File: src/rtl/uart_fifo.sv
// Memory-mapped 8N1 UART: RX/TX byte FIFOs, runtime baud divisor, maskable level IRQ.
// Bus reads are registered; DATA reads pop the RX FIFO, DATA writes push the TX FIFO.

module uart_fifo_buf #(
  parameter int DEPTH = 16
) (
  input  logic                   clk_i,
  input  logic                   reset_i,
  input  logic                   push_i,
  input  logic [7:0]             wdata_i,
  input  logic                   pop_i,
  output logic [7:0]             rdata_o,
  output logic                   full_o,
  output logic                   empty_o,
  output logic [$clog2(DEPTH):0] count_o
);
  localparam int AW = $clog2(DEPTH);

  logic [7:0]    mem [DEPTH];
  logic [AW-1:0] wptr_q, rptr_q;
  logic [AW:0]   count_q;
  logic          do_push, do_pop;

  assign empty_o = (count_q == '0);
  assign full_o  = (count_q == (AW+1)'(DEPTH));
  assign do_pop  = pop_i & ~empty_o;
  // A pop in the same cycle frees the slot, so a push into a full FIFO still lands.
  assign do_push = push_i & (~full_o | do_pop);
  assign rdata_o = mem[rptr_q];
  assign count_o = count_q;

  always_ff @(posedge clk_i) begin
    if (do_push) mem[wptr_q] <= wdata_i;
  end

  always_ff @(posedge clk_i or negedge reset_i) begin
    if (!reset_i) begin
      wptr_q  <= '0;
      rptr_q  <= '0;
      count_q <= '0;
    end else begin
      if (do_push) wptr_q <= wptr_q + 1'b1;
      if (do_pop)  rptr_q <= rptr_q + 1'b1;
      count_q <= count_q + (AW+1)'(do_push) - (AW+1)'(do_pop);
    end
  end
endmodule

module uart_fifo #(
  parameter int SYS_CLK_FREQ = 100000000,
  parameter int BAUD         = 9600,
  parameter int FIFO_DEPTH   = 16
) (
  input  logic        clk_i,
  input  logic        reset_i,
  input  logic        rx_i,
  input  logic        csb_i,
  input  logic        wen_i,
  input  logic [3:0]  addr_i,
  input  logic [31:0] data_i,
  input  logic [3:0]  wmask_i,
  output logic [31:0] data_o,
  output logic        tx_o,
  output logic        irq_o
);
  localparam int          CW          = $clog2(FIFO_DEPTH) + 1;
  localparam logic [15:0] DEFAULT_DIV = 16'(SYS_CLK_FREQ / BAUD);

  typedef enum logic [1:0] {S_IDLE, S_START, S_DATA, S_STOP} state_e;

  // ---------------- bus decode / registers ----------------
  logic        wr, rd, sel_data, sel_stat, sel_ctrl, sel_div;
  logic [1:0]  ctrl_q;
  logic [15:0] div_q, div_wdata;
  logic        ovr_q, ferr_q;
  logic [31:0] data_q, rd_mux, status;
  logic        unused_bits;

  logic          tx_push, tx_pop, tx_full, tx_empty;
  logic [7:0]    tx_rdata;
  logic [CW-1:0] tx_count;
  logic          rx_push, rx_pop, rx_full, rx_empty, rx_ferr_set, rx_ovr_set;
  logic [7:0]    rx_rdata;
  logic [CW-1:0] rx_count;

  assign wr       = ~csb_i & ~wen_i;
  assign rd       = ~csb_i &  wen_i;
  assign sel_data = (addr_i[3:2] == 2'd0);
  assign sel_stat = (addr_i[3:2] == 2'd1);
  assign sel_ctrl = (addr_i[3:2] == 2'd2);
  assign sel_div  = (addr_i[3:2] == 2'd3);
  assign unused_bits = ^{addr_i[1:0], data_i[31:16], wmask_i[3:2]};

  assign tx_push    = wr & sel_data & wmask_i[0];
  assign rx_pop     = rd & sel_data;
  assign rx_ovr_set = rx_push & rx_full & ~rx_pop;

  assign status = {8'b0, 8'(tx_count), 8'(rx_count), 2'b0,
                   ferr_q, ovr_q, tx_empty, tx_full, rx_full, ~rx_empty};

  always_comb begin
    div_wdata = div_q;
    if (wmask_i[0]) div_wdata[7:0]  = data_i[7:0];
    if (wmask_i[1]) div_wdata[15:8] = data_i[15:8];
  end

  always_comb begin
    rd_mux = '0;
    case (addr_i[3:2])
      2'd0:    rd_mux = rx_empty ? 32'b0 : {24'b0, rx_rdata};
      2'd1:    rd_mux = status;
      2'd2:    rd_mux = {30'b0, ctrl_q};
      default: rd_mux = {16'b0, div_q};
    endcase
  end

  always_ff @(posedge clk_i or negedge reset_i) begin
    if (!reset_i) begin
      ctrl_q <= '0;
      div_q  <= DEFAULT_DIV;
      ovr_q  <= 1'b0;
      ferr_q <= 1'b0;
      data_q <= '0;
    end else begin
      if (wr && sel_ctrl && wmask_i[0]) ctrl_q <= data_i[1:0];
      if (wr && sel_div && |wmask_i[1:0]) div_q <= (div_wdata < 16'd2) ? 16'd2 : div_wdata;
      // A new event wins over a same-cycle clear so it is never lost.
      if (rx_ovr_set) ovr_q <= 1'b1;
      else if (wr && sel_stat && wmask_i[0] && data_i[4]) ovr_q <= 1'b0;
      if (rx_ferr_set) ferr_q <= 1'b1;
      else if (wr && sel_stat && wmask_i[0] && data_i[5]) ferr_q <= 1'b0;
      if (rd) data_q <= rd_mux;
    end
  end

  assign data_o = data_q;
  assign irq_o  = (ctrl_q[0] & ~rx_empty) | (ctrl_q[1] & tx_empty);

  uart_fifo_buf #(.DEPTH(FIFO_DEPTH)) u_txf (
    .clk_i(clk_i), .reset_i(reset_i), .push_i(tx_push), .wdata_i(data_i[7:0]),
    .pop_i(tx_pop), .rdata_o(tx_rdata), .full_o(tx_full), .empty_o(tx_empty),
    .count_o(tx_count)
  );

  uart_fifo_buf #(.DEPTH(FIFO_DEPTH)) u_rxf (
    .clk_i(clk_i), .reset_i(reset_i), .push_i(rx_push), .wdata_i(rx_sh_q),
    .pop_i(rx_pop), .rdata_o(rx_rdata), .full_o(rx_full), .empty_o(rx_empty),
    .count_o(rx_count)
  );

  // ---------------- TX FSM ----------------
  state_e      tx_state_q, tx_state_d;
  logic [15:0] tx_cnt_q, tx_cnt_d, tx_div_q, tx_div_d;
  logic [2:0]  tx_bit_q, tx_bit_d;
  logic [7:0]  tx_sh_q, tx_sh_d;
  logic        tx_q, tx_d, tx_tick, tx_load;

  assign tx_tick = (tx_cnt_q == tx_div_q - 16'd1);

  always_ff @(posedge clk_i or negedge reset_i) begin
    if (!reset_i) begin
      tx_state_q <= S_IDLE;
      tx_cnt_q   <= '0;
      tx_div_q   <= DEFAULT_DIV;
      tx_bit_q   <= '0;
      tx_sh_q    <= '0;
      tx_q       <= 1'b1;
    end else begin
      tx_state_q <= tx_state_d;
      tx_cnt_q   <= tx_cnt_d;
      tx_div_q   <= tx_div_d;
      tx_bit_q   <= tx_bit_d;
      tx_sh_q    <= tx_sh_d;
      tx_q       <= tx_d;
    end
  end

  always_comb begin
    tx_state_d = tx_state_q;
    tx_cnt_d   = tx_cnt_q + 16'd1;
    tx_div_d   = tx_div_q;
    tx_bit_d   = tx_bit_q;
    tx_sh_d    = tx_sh_q;
    tx_load    = 1'b0;
    tx_pop     = 1'b0;
    case (tx_state_q)
      S_IDLE: begin
        tx_cnt_d = '0;
        tx_load  = ~tx_empty;
      end
      S_START: if (tx_tick) begin
        tx_state_d = S_DATA;
        tx_cnt_d   = '0;
        tx_bit_d   = '0;
      end
      S_DATA: if (tx_tick) begin
        tx_cnt_d = '0;
        tx_sh_d  = {1'b0, tx_sh_q[7:1]};
        tx_bit_d = tx_bit_q + 3'd1;
        if (tx_bit_q == 3'd7) tx_state_d = S_STOP;
      end
      default: if (tx_tick) begin
        // End of stop bit doubles as an idle cycle so frames run back-to-back.
        tx_state_d = S_IDLE;
        tx_cnt_d   = '0;
        tx_load    = ~tx_empty;
      end
    endcase
    if (tx_load) begin
      tx_pop     = 1'b1;
      tx_sh_d    = tx_rdata;
      tx_div_d   = div_q;
      tx_cnt_d   = '0;
      tx_state_d = S_START;
    end
  end

  always_comb begin
    tx_d = 1'b1;
    case (tx_state_d)
      S_START: tx_d = 1'b0;
      S_DATA:  tx_d = tx_sh_d[0];
      default: tx_d = 1'b1;
    endcase
  end

  assign tx_o = tx_q;

  // ---------------- RX FSM ----------------
  logic        rx_s1_q, rx_s2_q, rx_s3_q, rx_fall;
  state_e      rx_state_q, rx_state_d;
  logic [15:0] rx_cnt_q, rx_cnt_d, rx_div_q, rx_div_d;
  logic [2:0]  rx_bit_q, rx_bit_d;
  logic [7:0]  rx_sh_q, rx_sh_d;
  logic        rx_tick, rx_mid;

  assign rx_fall = rx_s3_q & ~rx_s2_q;
  assign rx_tick = (rx_cnt_q == rx_div_q - 16'd1);
  assign rx_mid  = (rx_cnt_q == {1'b0, rx_div_q[15:1]} - 16'd1);

  always_ff @(posedge clk_i or negedge reset_i) begin
    if (!reset_i) begin
      rx_s1_q    <= 1'b1;
      rx_s2_q    <= 1'b1;
      rx_s3_q    <= 1'b1;
      rx_state_q <= S_IDLE;
      rx_cnt_q   <= '0;
      rx_div_q   <= DEFAULT_DIV;
      rx_bit_q   <= '0;
      rx_sh_q    <= '0;
    end else begin
      rx_s1_q    <= rx_i;
      rx_s2_q    <= rx_s1_q;
      rx_s3_q    <= rx_s2_q;
      rx_state_q <= rx_state_d;
      rx_cnt_q   <= rx_cnt_d;
      rx_div_q   <= rx_div_d;
      rx_bit_q   <= rx_bit_d;
      rx_sh_q    <= rx_sh_d;
    end
  end

  always_comb begin
    rx_state_d = rx_state_q;
    rx_cnt_d   = rx_cnt_q + 16'd1;
    rx_div_d   = rx_div_q;
    rx_bit_d   = rx_bit_q;
    rx_sh_d    = rx_sh_q;
    case (rx_state_q)
      S_IDLE: begin
        rx_cnt_d = '0;
        if (rx_fall) begin
          rx_div_d   = div_q;
          rx_state_d = S_START;
        end
      end
      S_START: if (rx_mid) begin
        // Line back high at mid start bit: a glitch, not a frame.
        rx_cnt_d   = '0;
        rx_bit_d   = '0;
        rx_state_d = rx_s2_q ? S_IDLE : S_DATA;
      end
      S_DATA: if (rx_tick) begin
        rx_cnt_d = '0;
        rx_sh_d  = {rx_s2_q, rx_sh_q[7:1]};
        rx_bit_d = rx_bit_q + 3'd1;
        if (rx_bit_q == 3'd7) rx_state_d = S_STOP;
      end
      default: if (rx_tick) begin
        rx_cnt_d   = '0;
        rx_state_d = S_IDLE;
      end
    endcase
  end

  always_comb begin
    rx_push     = 1'b0;
    rx_ferr_set = 1'b0;
    if (rx_state_q == S_STOP && rx_tick) begin
      rx_push     = rx_s2_q;
      rx_ferr_set = ~rx_s2_q;
    end
  end
endmodule
File: config.mk
export PLATFORM = sky130hd
export DESIGN_NAME = uart_fifo
export DESIGN_NICKNAME = d
export VERILOG_FILES = /design/src/rtl/uart_fifo.sv
export SDC_FILE = /design/constraint.sdc
export NUM_CORES = 1
export LEC_CHECK = 0
export CAP_MARGIN = 20
export CORE_ASPECT_RATIO = 0.9
export CORE_MARGIN = 3
export CORE_UTILIZATION = 66
export CTS_CLUSTER_DIAMETER = 100
export CTS_CLUSTER_SIZE = 8
export DETAILED_ROUTE_END_ITERATION = 16
export PLACE_DENSITY = 0.86
export SYNTH_ARGS = -nofsm -noshare
export SYNTH_HDL_FRONTEND = slang
export SYNTH_SLANG_ARGS = --single-unit
File: constraint.sdc
create_clock -name clk_i -period 7.7 [get_ports clk_i]
set_input_delay 1.54 -clock clk_i [delete_from_list [all_inputs] [get_ports clk_i]]
set_output_delay 1.54 -clock clk_i [all_outputs]
set_load 0.005 [all_outputs]
==> metrics.cfg, run 1 <==
[clock_network]
cts_buffer_depth=3
clk_pin_slew_ps=60
cts_resized=0
cts_sinks=417
root_buffer=clkbuf_16
htreeDepth=2
cts_tree=built
cts_buffers=58
post_cts_buffers=0
clk_latency_ps=590
cts_hold_buf=0

[synth]
synth_seq_cells=417
synth_top_family_by_area=multiplexers
synth_area_sq_um=19240
ys.flop_type=edfxtp_1
yosys.cell_types.count=87
yosys.area.top_type_share=0.3995
synth.top_cells.by_count=edfxtp_1 (256), dfrtp_1 (142), nor2_1 (90), nand2_1 (73), xor2_1 (58)
postSynthCellCount=1393
synth_compound_area_frac=0.06464
synth_edf_count=256
yosysMostFrequentCell=edfxtp_1
synthXorXnorAreaFrac=0.04825
synth_adder_area_share=0.02224
postSynthAreaPerCell_sq_um=13.81
seq_area_frac_synth=0.6102
yosys_warnings=0
synth.area.top_cells=edfxtp_1 (40%), dfrtp_1 (18%), mux4_2 (6.4%)
synthArstFlopShare=0.3861
synth-simple-area-share=0.1029
synthMuxAreaShare=0.1224
synth_top_cell_by_area=edfxtp_1

[placement]
io_buffers=47
gp_congestion=0.9130
postPlaceCellArea_sq_um=19920
dp_hpwl_microns=26930

[critical_path]
critPathMostFrequentCell=inv_1
critPathKind=flop to flop
worstPathMaxFanout=19
slowest_delay_ps=640
cpMaxStageDelayCell=or4b_1
critPathCaptureType=flop
critPathTopFamily=simple AND/OR/NAND/NOR gates
startpoint_type=flop
path_buf_inv=4
arrival_ps=5420
crit_required_ps=8150
path_cells=inv_1 > ha_1 > or4b_1 > nor4b_1 > nand3b_1 > a31oi_1 > o21ai_0 > o22a_2 > nor2_4 > ha_1 > inv_1 > ha_1 > inv_1 > fa_1 > inv_1 > a21oi_1 > nor2_1 > nor2_1 > xnor2_1

[timing]
rsz0062_at_grt=no
period_share=0.6455
fin_tns_setup_ps=0
fin_crit_ps=4971
final_max_slew_viol_count=0
final_hold_viol_count=0
tightestPinTransition_ps=1022
maxSlewHeadroom=0.3186
finalSetupViolCount=0
clock.fmax_mhz=201.2
finalClockSkew_ps=24.45

[grt]
grt_pass1_vias=12060
antenna_found_initial=0
grt_use_total=0.2795
grt_pass1_wl_microns=67630
grt_max_degree=98
grt.overflow.total=0

[detailed_routing]
first_iter_violations=1459
dr_wl_met3_microns=3118
wl_met2_microns=21760
drc=0
ant_nets=0
routed_wl_microns=43140
viasPerCell=6.540
route.layer.met1.wl_microns=17210
drt_first_pass_iters=7
wl_per_cell_microns=23.33
dr_total_vias=12090
top_layer=met4

[layout]
nNetsFinal=1517
area_growth_pct=12.37
final_util=0.7639
regArea_sq_um=11740
drive_gt1_frac=0.1579
fillers=1559
multi_input_area_sq_um=6990
stdcell_area_sq_um=21620

[pwr]
power_density_nw_per_um2=349.9
ir_drop_mv=0.2510
p_leak_uw=0.008334

[die]
coreArea_sq_um=28300
die_w_microns=186.0
io_pins=79
dieArea_sq_um=31240
start_util=0.6798
die_h_microns=168.0
rows=58

[outcome]
outcome=finished, final reports clean

[hold_path]
worstHoldPathType=flop to flop

[run]
max-cap-violations=0

flip-flops by register name, summed over array words and instances (netlist names), 3 cells and up:
name	cells
rx_cnt_q	16
rx_bit_q	3
div_q	16
rx_div_q	16
u_txf.mem	128
u_rxf.rptr_q	4
rx_sh_q	8
u_rxf.wptr_q	4
tx_sh_q	8
u_rxf.count_o	5
u_txf.rptr_q	4
u_rxf.mem	128
u_txf.wptr_q	4
u_txf.count_o	5
data_o	21
tx_bit_q	3
tx_div_q	16
tx_cnt_q	16
worst paths after layout:
| path | from | to | slack (ps) | cells after the start |
|---|---|---|---|---|
| min in group asynchronous | reset_i | tx_cnt_q[6] | 1070 | 1 |
| setup / recovery | tx_div_q[0] | u_txf.count_o[4] | 2730 | 19 |
| setup reg to reg | tx_div_q[0] | u_txf.count_o[4] | 2730 | 19 |
| hold / removal | rx_s1_q | rx_s2_q | 370 | 0 |
| hold reg to reg | rx_s1_q | rx_s2_q | 370 | 0 |
| max in group asynchronous | reset_i | u_rxf.rptr_q[0] | 5250 | 2 |
cells in the final DEF (no fill, tap or decap), types with 5 or more instances in the layout:
cell type        netlist  routed
conb_1                 1      11
clkbuf_1              52      47
xor2_1                58      58
nand3_1               27      27
o21ai_0               54      54
dfrtp_1              142     140
nor2_1                90      90
and3_1                34      34
edfxtp_1             256     256
mux2i_1               37      37
nor3_1                29      29
clkbuf_16              0      58
nor2b_1               16      16
and4_1                 5       5
nand2_1               73      73
a22o_1                11      11
nor3b_1                7       7
a21oi_1               27      27
nor4b_1                7       5
nand2b_1               5       5
a221oi_1               7       7
and2_1                11      11
a211oi_1              12      12
a31oi_1                7       7
mux2_2                53      53
dfstp_2               19      19
xnor2_1               48      48
clkdlybuf4s50_1        0      46
nand4_1               10      10
nor4_1                17      17
buf_4                 11      14
ha_1                  31      31
a22oi_1               16      16
inv_1                 44      44
mux2_4                 7       7
nand3b_1               6       6
mux4_2                55      55
report_power, final:
group	total (uW)	internal, uW	switching [uW]	leakage (uW)
combinational	2100	1010	1090	0.00315
sequential	3120	2630	495	0.00438
clock	2350	1420	930	0.000801
area by class of cell:
class	count	share of cell area
Multi-Input combinational cell	857	0.3233
Clock inverter	4	0.003009
Tap cell	360	0.02083
Inverter	44	0.007639
Antenna cell	1	0.0001157
Sequential cell	417	0.5431
Timing Repair Buffer	61	0.02668
Clock buffer	105	0.07529
per-layer routing:
| layer | vias up | GRT usage |
|---|---|---|
| met5 | - | 0 |
| met2 | 568 | 0.4645 |
| met3 | 107 | 0.04342 |
| met4 | 0 | 0.07802 |
| li1 | 5319 | - |
| met1 | 6099 | 0.3912 |
stage by stage:
stage	setup WS [ps]	total power, uW	instances	hold WS [ps]
6_report	2729	7565	1849	366.1
5_1_grt	2463	7909	1848	369.6
4_1_cts	2751	7553	1847	365.0
3_5_place_dp	2820	5161	1738	357.5
3_3_place_gp	2994	5059	1738	346.8
2_1_floorplan	3604	4574	1403	345.2
cell families after synthesis:
group,after synthesis
xor gates and xnor gates,106
adders and majority gates,33
DFF,417
buffers and inverters,129
and+or+nand+nor,368
AOI/OAI and AO/OA,183
muxes,156
other,1
(Power assumes the default switching activity.)
==> run 2, diff against run 1 <==
CORE_UTILIZATION = 55   (was 66)
PLACE_DENSITY = 0.76   (was 0.86)
clock period = 4.2 ns   (was 7.7 ns; I/O delays follow)
==> metrics.cfg, run 2 (same netlist as run 1, synthesis figures left out) <==
[outcome]
outcome=finished, final reports clean  ; unchanged

[die]
coreArea_sq_um=34270  ; was 28,300 sq um
rows=64  ; was 58
io_pins=79  ; unchanged
die_w_microns=203.2  ; was 186.0 microns
die_h_microns=183.4  ; was 168.0 microns
start_util=0.5614  ; was 0.6798
dieArea_sq_um=37270  ; was 31,240 sq um

[clock_network]
htreeDepth=2  ; unchanged
clk_pin_slew_ps=50  ; was 60 ps
cts_buffer_depth=3  ; unchanged
cts_sinks=417  ; unchanged
root_buffer=clkbuf_16  ; unchanged
post_cts_buffers=0  ; unchanged
clk_latency_ps=590  ; about the same
cts_buffers=58  ; unchanged
cts_tree=built  ; unchanged

[layout]
nNetsFinal=1531  ; was 1,517
final_common_cell=edfxtp_1  ; unchanged
area_growth_pct=13.70  ; was 12.37%
drive_gt1_frac=0.1699  ; was 0.1579
layout_common_cells=edfxtp_1 (256), dfrtp_1 (140), nor2_1 (90)  ; unchanged
fillers=2503  ; was 1,559
diodes=0  ; was 1
finalNonFillerCells=1957  ; was 1,849

[hold_path]
worstHoldPathType=flop to flop  ; unchanged

[timing]
final_hold_viol_count=0  ; unchanged
clock.fmax_mhz=252.4  ; was 201.2 MHz
fin_tns_setup_ps=0  ; unchanged
finalClockSkew_ps=19.51  ; was 24.45 ps
period_share=0.9434  ; was 0.6455
fin_crit_ps=3962  ; was 4971 ps
maxSlewHeadroom=0.2932  ; was 0.3186
finalSetupViolCount=0  ; unchanged
tightestPinTransition_ps=1060  ; was 1022 ps
final_max_slew_viol_count=0  ; unchanged

[critical_path]
critPathKind=flop to flop  ; unchanged
arrival_ps=4170  ; was 5420 ps
path_cells=inv_1 > ha_1 > or3b_2 > nor4_4 > mux2_1 > a311o_2 > o2111ai_4 > nor4_2 > buf_4 > and4b_1  ; was inv_1 > ha_1 > or4b_1 > nor4b_1 > nand3b_1 > a31oi_1 > o21ai_0 > o22a_2 > nor2_4 > ha_1 > inv_1 > ha_1 > inv_1 > fa_1 > inv_1 > a21oi_1 > nor2_1 > nor2_1 > xnor2_1
crit_required_ps=4400  ; was 8150 ps
worstPathMaxFanout=21  ; was 19
cpMaxStageDelayCell=and4b_1  ; was or4b_1
critPathCaptureType=flop  ; unchanged
startpoint_type=flop  ; unchanged
critPathTopFamily=simple AND/OR/NAND/NOR gates  ; unchanged
path_buf_inv=2  ; was 4
slowest_delay_ps=620  ; was 640 ps

[pwr]
seqPwrFrac=0.417  ; was 0.413
p_int_uw=9285  ; was 5053 uW
power_density_nw_per_um2=630.6  ; was 349.9 nW/um^2
pwr-share-comb=0.276  ; was 0.277
p_clk_frac=0.307  ; was 0.310
p_sw_frac=0.3270  ; was 0.3321
p_leak_uw=0.008373  ; was 0.008334 uW
ir_drop_mv=0.4009  ; was 0.2510 mV
p_switching_uw=4511  ; was 2512 uW

[grt]
grt_pass1_vias=11900  ; was 12.06k
grt_use_total=0.2299  ; was 0.2795
grt_pass1_wl_microns=67060  ; was 67,630 microns
grt.overflow.total=0  ; unchanged
grt_max_degree=96  ; was 98
antenna_found_initial=0  ; unchanged

[placement]
gp_congestion=0.8862  ; was 0.9130
dp_hpwl_microns=27540  ; was 26,930 microns
io_buffers=47  ; unchanged
placed_cells=1854  ; was 1,738

[detailed_routing]
wl_per_cell_microns=21.69  ; was 23.33 microns
dr_total_vias=11800  ; was 12.09k
viasPerCell=6.030  ; was 6.540
drt_first_pass_iters=5  ; was 7
routed_wl_microns=42440  ; was 43,140 microns
first_iter_violations=1020  ; was 1,459
drc=0  ; unchanged
ant_nets=0  ; unchanged

[run]
max-cap-violations=0  ; unchanged

run 2: layout make-up:
class	instances	area, sq um	area share
tap	462	578.1	0.02642
clock buffer	99	1605	0.07338
inverter	44	165.2	0.007549
timing repair buffer	75	706.9	0.03231
multi-input combinational	857	7034	0.3215
sequential	417	11740	0.5367
clock inverter	3	45.04	0.002059
run 2: power groups by stage:
stage	logic [uW]	clock network, uW	registers, uW
after floorplan	3170	0	5210
after CTS	3770	4300	5740
after global placement	3630	0	5770
after detailed placement	3720	0	5800
final	3810	4230	5750
after global routing	4190	4470	5840
run 2: metal layers:
metal | wire [microns] | track usage | share of wire
met1 | 17770 | 0.3202 | 0.42
met2 | 20590 | 0.3708 | 0.49
met3 | 2728 | 0.04054 | 0.064
met4 | 1351 | 0.08285 | 0.032
met5 | 0 | 0 | 0
run 2: metrics by stage:
stage | worst slack, ps | cell area [sq um] | power [uW] | utilization | hold slack (ps)
finish | 237.6 | 21880 | 13800 | 0.6383 | 345.2
global route | -36.42 | 21880 | 14500 | 0.6383 | 357.0
CTS | 197.6 | 21830 | 13810 | 0.6368 | 349.8
detailed placement | 229.1 | 20180 | 9521 | 0.5887 | 346.8
global placement | 352.1 | 20180 | 9400 | 0.5887 | 346.5
floorplan | 104.3 | 19280 | 8381 | - | 345.2
run 2: path summary, 6_finish.rpt:
check / to / slack, ps / depth (start not counted) / from
setup / recovery: u_rxf.mem[11][5] / 240 / 10 / rx_div_q[0]
hold / removal: rx_s2_q / 350 / 0 / rx_s1_q
setup reg to reg: u_rxf.mem[11][5] / 240 / 10 / rx_div_q[0]
hold reg to reg: rx_s2_q / 350 / 0 / rx_s1_q
max in group asynchronous: div_q[11] / 2930 / 2 / reset_i
min in group asynchronous: data_o[20] / 360 / 1 / reset_i
run 2: repair_timing:
action                                  4_1_cts  5_1_grt
endpoints found under the setup margin        0        9
hold buffers                                  0        0
resized for setup                             0        8
